==> config.mk <==
export PLATFORM = sky130hd
export DESIGN_NAME = mem_lsu
export DESIGN_NICKNAME = d
export VERILOG_FILES = /design/src/rtl/mem_lsu.sv
export SDC_FILE = /design/constraint.sdc
export NUM_CORES = 1
export LEC_CHECK = 0
export CAP_MARGIN = 5
export CORE_UTILIZATION = 25
export DETAILED_ROUTE_END_ITERATION = 10
export PLACE_DENSITY = 0.54
export SETUP_SLACK_MARGIN = 0.4
export SLEW_MARGIN = 5
export SYNTH_ARGS = -nofsm -noshare
export SYNTH_HDL_FRONTEND = slang
export SYNTH_SLANG_ARGS = --single-unit
==> constraint.sdc <==
create_clock -name i_clk -period 2.1 [get_ports i_clk]
set_input_delay 0.21 -clock i_clk [delete_from_list [all_inputs] [get_ports i_clk]]
set_output_delay 0.21 -clock i_clk [all_outputs]
set_load 0.02 [all_outputs]
==> src/rtl/mem_lsu.sv <==
// -----------------------------------------------------------------------------
// mem_lsu -- load/store unit in front of a single-port, word-wide memory.
//
// Accepts one byte/half/word load or store at a time and completes it with a
// single-cycle response pulse. Sub-word stores are done as read-modify-write:
// the addressed word is read, the lane replaced, and the whole word written
// back one cycle later. Misaligned, illegal-size and out-of-range requests are
// rejected without touching memory.
//
// Ports
//   i_clk, i_rst          clock, synchronous active-high reset
//   i_req_*               request: valid, we (1=store), size (00 b/01 h/10 w),
//                         unsigned (load zero-extend), byte addr, store data
//   o_req_ready           high only while idle
//   o_rsp_valid           one-cycle completion pulse
//   o_rsp_rdata           extended load data (0 for stores/faults/idle)
//   o_rsp_fault           request rejected
//   o_mem_address         word index (byte address >> 2) during an access
//   o_mem_data_write      word to write
//   o_mem_write_en        word write strobe
//   i_mem_data            combinational read data for o_mem_address
// -----------------------------------------------------------------------------
package mem_lsu_pkg;
    localparam int MEM_SIZE = 1024;

    typedef logic [31:0] addr_t;
    typedef logic [31:0] data_t;

    typedef enum logic [1:0] {
        IDLE     = 2'd0,
        ACCESS   = 2'd1,
        MERGE_WR = 2'd2,
        RESP     = 2'd3
    } state_t;
endpackage

module mem_lsu
    import mem_lsu_pkg::*;
#(
    parameter int MEM_WORDS = MEM_SIZE
) (
    input  logic        i_clk,
    input  logic        i_rst,
    input  logic        i_req_valid,
    output logic        o_req_ready,
    input  logic        i_req_we,
    input  logic [1:0]  i_req_size,
    input  logic        i_req_unsigned,
    input  logic [31:0] i_req_addr,
    input  logic [31:0] i_req_wdata,
    output logic        o_rsp_valid,
    output logic [31:0] o_rsp_rdata,
    output logic        o_rsp_fault,
    output addr_t       o_mem_address,
    output data_t       o_mem_data_write,
    output logic        o_mem_write_en,
    input  data_t       i_mem_data
);

    localparam logic [1:0] SZ_BYTE = 2'b00;
    localparam logic [1:0] SZ_HALF = 2'b01;
    localparam logic [1:0] SZ_WORD = 2'b10;
    localparam logic [1:0] SZ_BAD  = 2'b11;

    state_t      state_q, state_d;

    // Latched request.
    logic        req_we_q;
    logic [1:0]  req_size_q;
    logic        req_uns_q;
    logic [31:0] req_addr_q;
    logic [31:0] req_wdata_q;
    logic        fault_q;

    logic [31:0] rdata_q;   // extended load result, held until RESP
    logic [31:0] merge_q;   // merged word for the sub-word store write-back

    logic        req_fault;
    logic [31:0] load_ext;
    logic [31:0] merged_word;
    logic        write_en_raw;
    logic [7:0]  byte_lane;
    logic [15:0] half_lane;

    // Fault decision is made on the incoming request so a rejected request can
    // skip straight to RESP.
    always_comb begin
        req_fault = 1'b0;
        if (i_req_size == SZ_BAD)                                req_fault = 1'b1;
        if (i_req_size == SZ_HALF && i_req_addr[0])              req_fault = 1'b1;
        if (i_req_size == SZ_WORD && i_req_addr[1:0] != 2'b00)   req_fault = 1'b1;
        if ({2'b00, i_req_addr[31:2]} >= 32'(MEM_WORDS))         req_fault = 1'b1;
    end

    // Lane extraction / merge, little-endian, from the word currently read.
    // NOTE: every signal assigned in an always_comb gets a default at the top so
    // no path through the block can leave it unassigned and infer a latch.
    always_comb begin
        byte_lane   = i_mem_data[8 * req_addr_q[1:0] +: 8];
        half_lane   = i_mem_data[16 * req_addr_q[1] +: 16];
        load_ext    = i_mem_data;
        merged_word = i_mem_data;

        case (req_size_q)
            SZ_BYTE: load_ext = req_uns_q ? {24'b0, byte_lane}
                                          : {{24{byte_lane[7]}}, byte_lane};
            SZ_HALF: load_ext = req_uns_q ? {16'b0, half_lane}
                                          : {{16{half_lane[15]}}, half_lane};
            default: load_ext = i_mem_data;
        endcase

        if (req_size_q == SZ_BYTE)
            merged_word[8 * req_addr_q[1:0] +: 8] = req_wdata_q[7:0];
        else
            merged_word[16 * req_addr_q[1] +: 16] = req_wdata_q[15:0];
    end

    // Next-state and memory-side outputs.
    always_comb begin
        state_d          = state_q;
        o_req_ready      = 1'b0;
        write_en_raw     = 1'b0;
        o_mem_data_write = '0;
        o_mem_address    = '0;

        case (state_q)
            IDLE: begin
                o_req_ready = 1'b1;
                if (i_req_valid)
                    state_d = req_fault ? RESP : ACCESS;
            end
            ACCESS: begin
                o_mem_address = {2'b00, req_addr_q[31:2]};
                if (req_we_q && req_size_q == SZ_WORD) begin
                    write_en_raw     = 1'b1;
                    o_mem_data_write = req_wdata_q;
                    state_d          = RESP;
                end else if (req_we_q) begin
                    state_d = MERGE_WR;
                end else begin
                    state_d = RESP;
                end
            end
            MERGE_WR: begin
                o_mem_address    = {2'b00, req_addr_q[31:2]};
                write_en_raw     = 1'b1;
                o_mem_data_write = merge_q;
                state_d          = RESP;
            end
            RESP: begin
                state_d = IDLE;
            end
            default: state_d = IDLE;
        endcase
    end

    // The memory samples the strobe on the same edge that applies reset, so the
    // strobe is masked by reset to abort an in-flight write.
    assign o_mem_write_en = write_en_raw & ~i_rst;

    assign o_rsp_valid = (state_q == RESP);
    assign o_rsp_rdata = o_rsp_valid ? rdata_q : 32'h0;
    assign o_rsp_fault = o_rsp_valid & fault_q;

    // NOTE: sequential state uses non-blocking assignments so every register
    // samples the pre-edge values, independent of statement order.
    always_ff @(posedge i_clk) begin
        if (i_rst) begin
            // NOTE: the datapath registers are reset too; they are few and it
            // keeps outputs and debug views deterministic after reset.
            state_q     <= IDLE;
            req_we_q    <= 1'b0;
            req_size_q  <= 2'b00;
            req_uns_q   <= 1'b0;
            req_addr_q  <= '0;
            req_wdata_q <= '0;
            fault_q     <= 1'b0;
            rdata_q     <= '0;
            merge_q     <= '0;
        end else begin
            state_q <= state_d;

            if (state_q == IDLE && i_req_valid) begin
                req_we_q    <= i_req_we;
                req_size_q  <= i_req_size;
                req_uns_q   <= i_req_unsigned;
                req_addr_q  <= i_req_addr;
                req_wdata_q <= i_req_wdata;
                fault_q     <= req_fault;
                rdata_q     <= '0;   // stores and faults respond with zero
            end

            if (state_q == ACCESS) begin
                if (!req_we_q) rdata_q <= load_ext;
                else           merge_q <= merged_word;
            end
        end
    end

endmodule

==> results of run 1 <==
==> path summary, 6_finish.rpt <==
| path | depth (start not counted) | slack, ps | endpoint |
|---|---|---|---|
| worst max-delay path | 7 | 20 | o_mem_data_write[20] |
| worst min-delay path | 3 | 310 | req_wdata_q[17] |
| worst max register to register | 6 | 250 | rdata_q[11] |
| worst min register to register | 2 | 450 | rdata_q[5] |
==> worst max-delay path: cells and delay by family, from the launching register on <==
kind	cells	cell delay [ps]
buffers and inverters	5	620
DFF	1	340
and+or+nand+nor	1	140
adders and majority gates	1	330
==> sequential cells by signal, indices dropped and copies added (netlist names) <==
| register | count |
|---|---|
| req_we_q | 1 |
| req_size_q | 2 |
| req_wdata_q | 32 |
| fault_q | 1 |
| merge_q | 32 |
| req_uns_q | 1 |
| req_addr_q | 32 |
| rdata_q | 32 |
| state_q | 2 |
==> routing by layer <==
layer,up-vias,GRT usage,part of all wire
met5,-,0,0
met4,0,0.0735,0.023
met3,44,0.0400,0.055
met2,216,0.297,0.47
met1,3534,0.251,0.45
li1,3556,-,-
==> layout make-up <==
class / instances / area (um2)
sequential: 135 / 2720
clock buffer: 17 / 425
timing repair buffer: 291 / 3300
clock inverter: 15 / 160
fill: 2660 / 15000
antenna: 1 / 2.50
multi-input combinational: 660 / 4960
tap: 372 / 465
inverter: 6 / 30.0
==> repair_timing <==
item | in CTS | in global routing
setup buffers | 10 | 25
gates cloned | 4 | 11
setup endpoints to repair | 178 | 227
resized for setup | 443 | 379
pin swaps | 6 | 36
==> where the power goes <==
group / total, uW / internal [uW] / switching [uW]
logic: 6760 / 3410 / 3340
clock network: 3020 / 1680 / 1340
registers: 3490 / 3080 / 410
==> stage by stage <==
| stage | instances | total power, uW | setup WS [ps] | utilization |
|---|---|---|---|---|
| after global placement | 1414 | 7710 | 7.63 | 0.355 |
| after CTS | 1460 | 11600 | 27.5 | 0.389 |
| after floorplan | 881 | 6020 | 354 | - |
| after detailed placement | 1414 | 7750 | -0.693 | 0.355 |
| after global routing | 1496 | 14000 | -44.0 | 0.445 |
| final | 1497 | 13300 | 22.9 | 0.445 |
==> cells in the mapped netlist, types with 2 or more instances <==
| master | instances | area share |
|---|---|---|
| nand3b_1 | 2 | 0.0022 |
| buf_2 | 10 | 0.0072 |
| inv_1 | 6 | 0.0032 |
| a2111oi_0 | 8 | 0.010 |
| a211o_1 | 16 | 0.020 |
| mux2_2 | 11 | 0.018 |
| buf_1 | 6 | 0.0032 |
| nor2_1 | 24 | 0.013 |
| a221oi_1 | 33 | 0.042 |
| dfxtp_1 | 135 | 0.39 |
| buf_4 | 4 | 0.0043 |
| ha_1 | 9 | 0.016 |
| clkbuf_1 | 59 | 0.032 |
| nor3b_1 | 9 | 0.0097 |
| nand2_1 | 188 | 0.10 |
| nor4_1 | 5 | 0.0045 |
| nor3_1 | 20 | 0.014 |
| mux2i_1 | 24 | 0.035 |
| a21oi_1 | 113 | 0.081 |
| nor2b_1 | 40 | 0.036 |
| nand2b_1 | 11 | 0.0099 |
| and2_1 | 65 | 0.059 |
| a211oi_1 | 18 | 0.019 |
| o21ai_0 | 15 | 0.011 |
| a22oi_1 | 32 | 0.035 |
==> cells by family (layout without fill, tap and decap cells) <==
| group | count (synthesis) | count (layout) | share of synthesized area |
|---|---|---|---|
| AO/OA/AOI/OAI | 244 | 244 | 0.233 |
| adder cells (fa/ha/maj) | 9 | 9 | 0.0162 |
| buffers and inverters | 86 | 329 | 0.0516 |
| flip-flops | 135 | 135 | 0.389 |
| multiplexers | 35 | 35 | 0.0525 |
| other | 1 | 3 | 0.000540 |
| AND/OR/NAND/NOR | 370 | 370 | 0.256 |
==> impl_metrics.ini, run 1 <==
[run_status]
status = completed

[global_routing]
antenna_found_initial = 0
gr-total-overflow = 0
grt_max_degree = 57
grt_use_total = 0.189
grt_pass1_vias = 6939
grt_pass1_wl_um = 41000

[critical_path]
crit_fanout = 5
crit_slowest_cell = dfxtp_2
cp-startpoint = state_q[1]
worstPathArrival_ps = 1870
startpoint_type = flop
critPathKind = reg2out
slowest_delay_ps = 340
path_cells = inv_2 -> buf_4 -> ha_4 -> buf_6 -> clkbuf_16 -> nor2b_4 -> buf_6
crit_path_frequent_cell = buf_6
required_ps = 1890
r2r_start = req_addr_q[1]
end_kind = output port

[drt]
drt_iter0_markers = 519
via_per_inst = 4.91
ant_nets = 0
num_vias = 7350
wire_per_inst_um = 19.2
drc = 0
finalWirelength_um = 28800
dr.pass1.iters = 5

[sta]
fin_worst_skew_ps = 10.5
maxSlewViolCount = 0
min_period_ps = 2080
final-hold-violation-count = 0
worst_pin_slew_ps = 675
slew_headroom = 0.550
holdWs_ps = 313
max_freq_ghz = 0.481
setup_violations = 0
finalCritPeriodShare = 0.989
rsz0062_at_grt = true
finalSetupTns_ps = 0

[floorplanning]
design.core.area_um2 = 27100
dieArea_um2 = 28400
dieHeight_um = 169
num_io_pins = 203
rows = 60
die_w_um = 169
floorplan.initialDensity = 0.256

[cts]
worstSkewPairLatency_ps = 440
clk_pin_slew_ps = 70
cts_tree = yes
cts_max_path_buffers = 2
cts_max_level = 4
cts_root_buf = clkbuf_16
clock_sinks = 135
numCtsBuffers = 17
hold_buffers = 0

[layout]
fin_nets = 1223
final_common_cell = nand2_1
drive_above_1_share = 0.384
fin_area_um2 = 12100
most-common-layout-cells = nand2_1 (186), dfxtp_1 (130), buf_6 (105)
syn_to_final_growth_pct = 73.9

[worst_hold_path]
min_from = i_req_wdata[17]
hp-class = in2reg

[run]
maxCapViolCount = 0

[synth]
yosysWarnings = 0
synth_seq_cells = 135
synth_area_um2 = 6940
synthArstFlopShare = 0
synth.distinct_cells = 42
yosysSeqAreaShare = 0.389
synth_edf_count = 0
postSynthAreaPerCell_um2 = 7.89
postSynthCellCount = 880
synth_ff_type = dfxtp_1

[place]
placed_cell_area_um2 = 9630
gp_congestion = 0.783
dp_hpwl_um = 18600
io_buffers = 200

[pwr]
powerDensity_nw_per_um2 = 1100
peakVddDrop_mv = 0.581
p_leak_uw = 0.00434
No activity file was read; power rests on OpenSTA's default activity.
==> run 2: changes to the inputs <==
Settings changed: HOLD_SLACK_MARGIN from default to 0.15, PLACE_DENSITY 0.54 to 0.53.
Clock period 2.1 ns to 2.6 ns, I/O delays scaled along.
==> run 2 against run 1 <==
Compared with the run above: total power shrank 36%; combinational power shrank 52%; critical path type unchanged; largest cell class unchanged; clock power shrank 17%.
==> impl_metrics.ini, run 2 (same netlist as run 1, synthesis figures left out) <==
[floorplanning]
die_w_um = 169
num_io_pins = 203
design.core.area_um2 = 27100
dieArea_um2 = 28400
dieHeight_um = 169
floorplan.initialDensity = 0.256
rows = 60

[cts]
clk_pin_slew_ps = 60
cts_tree = yes
cts_root_buf = clkbuf_16
clock_sinks = 135
worstSkewPairLatency_ps = 420
cts_max_path_buffers = 2
hold_buffers = 0
cts_max_level = 4
numCtsBuffers = 17

[global_routing]
antenna_found_initial = 2
grt_max_degree = 70
grt_pass1_wl_um = 40100
gr-total-overflow = 0
grt_use_total = 0.186
grt_pass1_vias = 6712

[sta]
min_period_ps = 2190
slew_headroom = 0.518
max_freq_ghz = 0.457
final-hold-violation-count = 0
worst_pin_slew_ps = 702
maxSlewViolCount = 0
finalCritPeriodShare = 0.842
fin_worst_skew_ps = 7.72
setup_violations = 0
finalSetupTns_ps = 0
holdWs_ps = 294
rsz0062_at_grt = true

[layout]
final_common_cell = nand2_1
fin_area_um2 = 9880
fin_nets = 1159
most-common-layout-cells = nand2_1 (186), dfxtp_1 (131), a21oi_1 (113)
syn_to_final_growth_pct = 42.4
drive_above_1_share = 0.133

[place]
placed_cell_area_um2 = 9300
dp_hpwl_um = 18600
gp_congestion = 0.810
io_buffers = 200

[pwr]
peakVddDrop_mv = 0.537
p_leak_uw = 0.00368
powerDensity_nw_per_um2 = 863
p_total_uw = 8530

[critical_path]
worstPathArrival_ps = 1930
required_ps = 2340
r2r_start = req_addr_q[1]
slowest_delay_ps = 360
crit_slowest_cell = dfxtp_4
cp_num_buf_inv = 3
critPathKind = reg2out
path_cells = inv_4 -> ha_4 -> nand2_4 -> nor2_4 -> buf_12 -> a22oi_1 -> nor2b_1 -> clkdlybuf4s15_2
crit_family = buffers and inverters
end_kind = output port
cp-startpoint = state_q[1]
startpoint_type = flop
crit_fanout = 17

[drt]
drc = 0
dr.pass1.iters = 5
num_vias = 6943
drt-met1-wl_um = 11800
via_per_inst = 4.84
route.met3.wl_um = 1670
drt_iter0_markers = 570
route.met2.wl_um = 12400
highest-signal-layer = met4
ant_nets = 0
finalWirelength_um = 26500
wire_per_inst_um = 18.5

[worst_hold_path]
min_from = i_rst
hp-class = in2reg

[run_status]
status = completed

[run]
maxCapViolCount = 0
## run 2: metrics by stage
step | std cells | setup WS, ps | utilization
floorplan | 881 | 508 | -
global placement | 1395 | 331 | 0.343
detailed placement | 1395 | 301 | 0.343
CTS | 1429 | 381 | 0.364
global route | 1434 | 322 | 0.365
finish | 1434 | 412 | 0.365
## run 2: where the power goes
group / total [uW] / leakage, uW / internal (uW) / switching [uW]
combinational: 3240 / 0.00228 / 1290 / 1950
sequential: 2780 / 0.00110 / 2490 / 289
clock: 2510 / 0.000292 / 1470 / 1040
total: 8530 / 0.00368 / 5250 / 3280
## run 2: worst register-to-register path: stages (launching register included)
cell and delay [ps]:
dfxtp_2 400, inv_1 150, ha_1 350, nor4bb_1 300, buf_4 220, a221oi_1 80, a211o_1 330, a21oi_1 140
## run 2: final timing paths
| check | endpoint | slack, ps | cells past startpoint |
|---|---|---|---|
| setup / recovery | o_mem_data_write[24] | 410 | 8 |
| hold / removal | req_addr_q[8] | 290 | 2 |
| setup reg to reg | merge_q[30] | 560 | 7 |
| hold reg to reg | req_addr_q[2] | 450 | 2 |
## run 2: layout make-up
| cell class | count | area, um2 |
|---|---|---|
| multi-input combinational | 660 | 3950 |
| inverter | 6 | 25.0 |
| antenna | 2 | 5.00 |
| timing repair buffer | 227 | 2120 |
| sequential | 135 | 2710 |
| clock buffer | 19 | 443 |
| fill | 2857 | 17200 |
| tap | 372 | 465 |
| clock inverter | 13 | 158 |
## run 2: repair_timing
action                     CTS  global route
setup endpoints to repair  104            83
gates cloned                 1             1
gates resized for setup    203            78
buffers inserted             1             2
pin swaps                    1             1
## run 2: routing by layer
layer  vias to the layer above  GRT usage
met4                         0     0.0605
met5                         -          0
met3                        29     0.0449
li1                       3407          -
met1                      3307      0.245
met2                       200      0.297
==> run 3: changes to the inputs <==
Clock period 2.6 ns to 2.1 ns, I/O delays scaled along.
==> run 3 against run 2 <==
Compared with the run above: worst setup slack worse by 330 ps; register-to-register slack worse by 230 ps; non-clock buffer count grew 48; critical endpoint is now o_mem_write_en; global-route usage is 0.73 points higher; critical path depth rose by 1; via count is 4.8% higher; utilization rose by 5.4 points; flip-flop and latch count stayed put; largest power group unchanged; wire length grew 7.2%; cell count is 3.2% higher; die area unchanged.
==> impl_metrics.ini, run 3 (same netlist as run 1, synthesis figures left out) <==
[run_status]
status = completed

[sta]
fin_worst_skew_ps = 7.53
setup_slack_ps = 80.0
setup_violations = 0
finalCritPeriodShare = 0.962
min_period_ps = 2020
final-hold-violation-count = 0
slew_headroom = 0.502
finalSetupTns_ps = 0
max_freq_ghz = 0.495
holdWs_ps = 224
rsz0062_at_grt = true
worst_pin_slew_ps = 748
maxSlewViolCount = 0

[place]
pre_cts_ws_ps = 36.5
dp_hpwl_um = 18900
dpl.cell_count = 1417
io_buffers = 200
gp_congestion = 0.806

[global_routing]
grt_pass1_wl_um = 41700
antenna_found_initial = 1
grt_max_degree = 63
grt_pass1_vias = 6896
gr-total-overflow = 0
grt_use_total = 0.193

[floorplanning]
design.core.area_um2 = 27100
num_io_pins = 203
rows = 60
floorplan.initialDensity = 0.256
dieArea_um2 = 28400
dieHeight_um = 169
die_w_um = 169

[cts]
numCtsBuffers = 17
cts_tree = yes
cts_max_path_buffers = 2
worstSkewPairLatency_ps = 430
clock_sinks = 135
hold_buffers = 0
cts_max_level = 4
clk_pin_slew_ps = 60
cts_root_buf = clkbuf_16

[pwr]
powerDensity_nw_per_um2 = 1140
p_total_uw = 12900
p_leak_uw = 0.00411
peakVddDrop_mv = 0.617

[critical_path]
required_ps = 1890
worstPathArrival_ps = 1810
critPathKind = reg2out
startpoint_type = flop
end_kind = output port
crit_fanout = 7
r2r.worst_path.cells = 6

[drt]
finalWirelength_um = 28400
drt-met1-wl_um = 13000
route.met3.wl_um = 1690
drt_iter0_markers = 476
highest-signal-layer = met4
dr.pass1.iters = 5
via_per_inst = 4.92
wire_per_inst_um = 19.2
num_vias = 7276
drc = 0
route.met2.wl_um = 13000
ant_nets = 0

[run]
maxCapViolCount = 0

[worst_hold_path]
hp-class = in2reg
whs_path_depth = 2

[layout]
final_common_cell = nand2_1
diodes = 0
syn_to_final_growth_pct = 63.6
most-common-layout-cells = nand2_1 (186), dfxtp_1 (131), a21oi_1 (108)
drive_above_1_share = 0.326
fin_cells = 1480
fin_nets = 1207
fill_cells = 2705
[run 3: changes by cell type in the layout (fill, tap and decap cells not counted), sizes merged, moves of 2 or more]
cell	before	now
diode	2	0
dlygate4sd2	33	0
inv	13	6
clkbuf	36	41
clkdlybuf4s50	103	101
buf	55	136
clkinvlp	1	4
clkdlybuf4s15	19	13
clkinv	3	7
[run 3: worst paths after layout]
path                                     from             end  slack [ps]
worst min register to register     rdata_q[3]      rdata_q[3]         450
worst max-delay path               state_q[1]  o_mem_write_en          80
worst max register to register  req_addr_q[1]     rdata_q[19]         330
worst min-delay path                    i_rst   req_addr_q[2]         220
[run 3: metrics by stage]
step | instance area (um2) | util
floorplan | 7090 | -
global placement | 9660 | 0.356
detailed placement | 9660 | 0.356
CTS | 10800 | 0.398
global route | 11400 | 0.419
finish | 11400 | 0.419
[run 3: final cells by class]
cell class | instances | area [um2] | share of cell area
Inverter | 6 | 38.8 | 0.00342
Tap cell | 372 | 465 | 0.0410
Sequential cell | 135 | 2710 | 0.239
Timing Repair Buffer | 275 | 2950 | 0.260
Clock buffer | 18 | 439 | 0.0387
Clock inverter | 14 | 175 | 0.0154
Multi-Input combinational cell | 660 | 4570 | 0.403
[run 3: what timing repair did]
| action | 4_1_cts | 5_1_grt |
|---|---|---|
| gates resized for setup | 507 | 124 |
| buffers inserted | 7 | 12 |
| endpoints found under the setup margin | 153 | 161 |
| hold endpoints to repair | 0 | 0 |
| cloned | 7 | 5 |
| pin swaps | 30 | 43 |
[run 3: layer usage]
layer | up-vias | track usage
met5 | - | 0
met4 | 0 | 0.0759
met3 | 34 | 0.0412
met2 | 229 | 0.299
met1 | 3503 | 0.261
li1 | 3510 | -
[run 3: critical path: stages, from the launching register on]
cell,delay [ps]
dfxtp_2,330
inv_4,70
ha_4,140
nand2_4,50
nor2_4,130
buf_6,150
buf_12,120
nor2_1,50
nor3b_2,170
buf_4,160
[run 3: power breakdown]
| group | switching [uW] | internal (uW) | leakage [uW] |
|---|---|---|---|
| logic | 3160 | 3110 | 0.00272 |
| registers | 414 | 3080 | 0.00110 |
| clock network | 1270 | 1910 | 0.000292 |
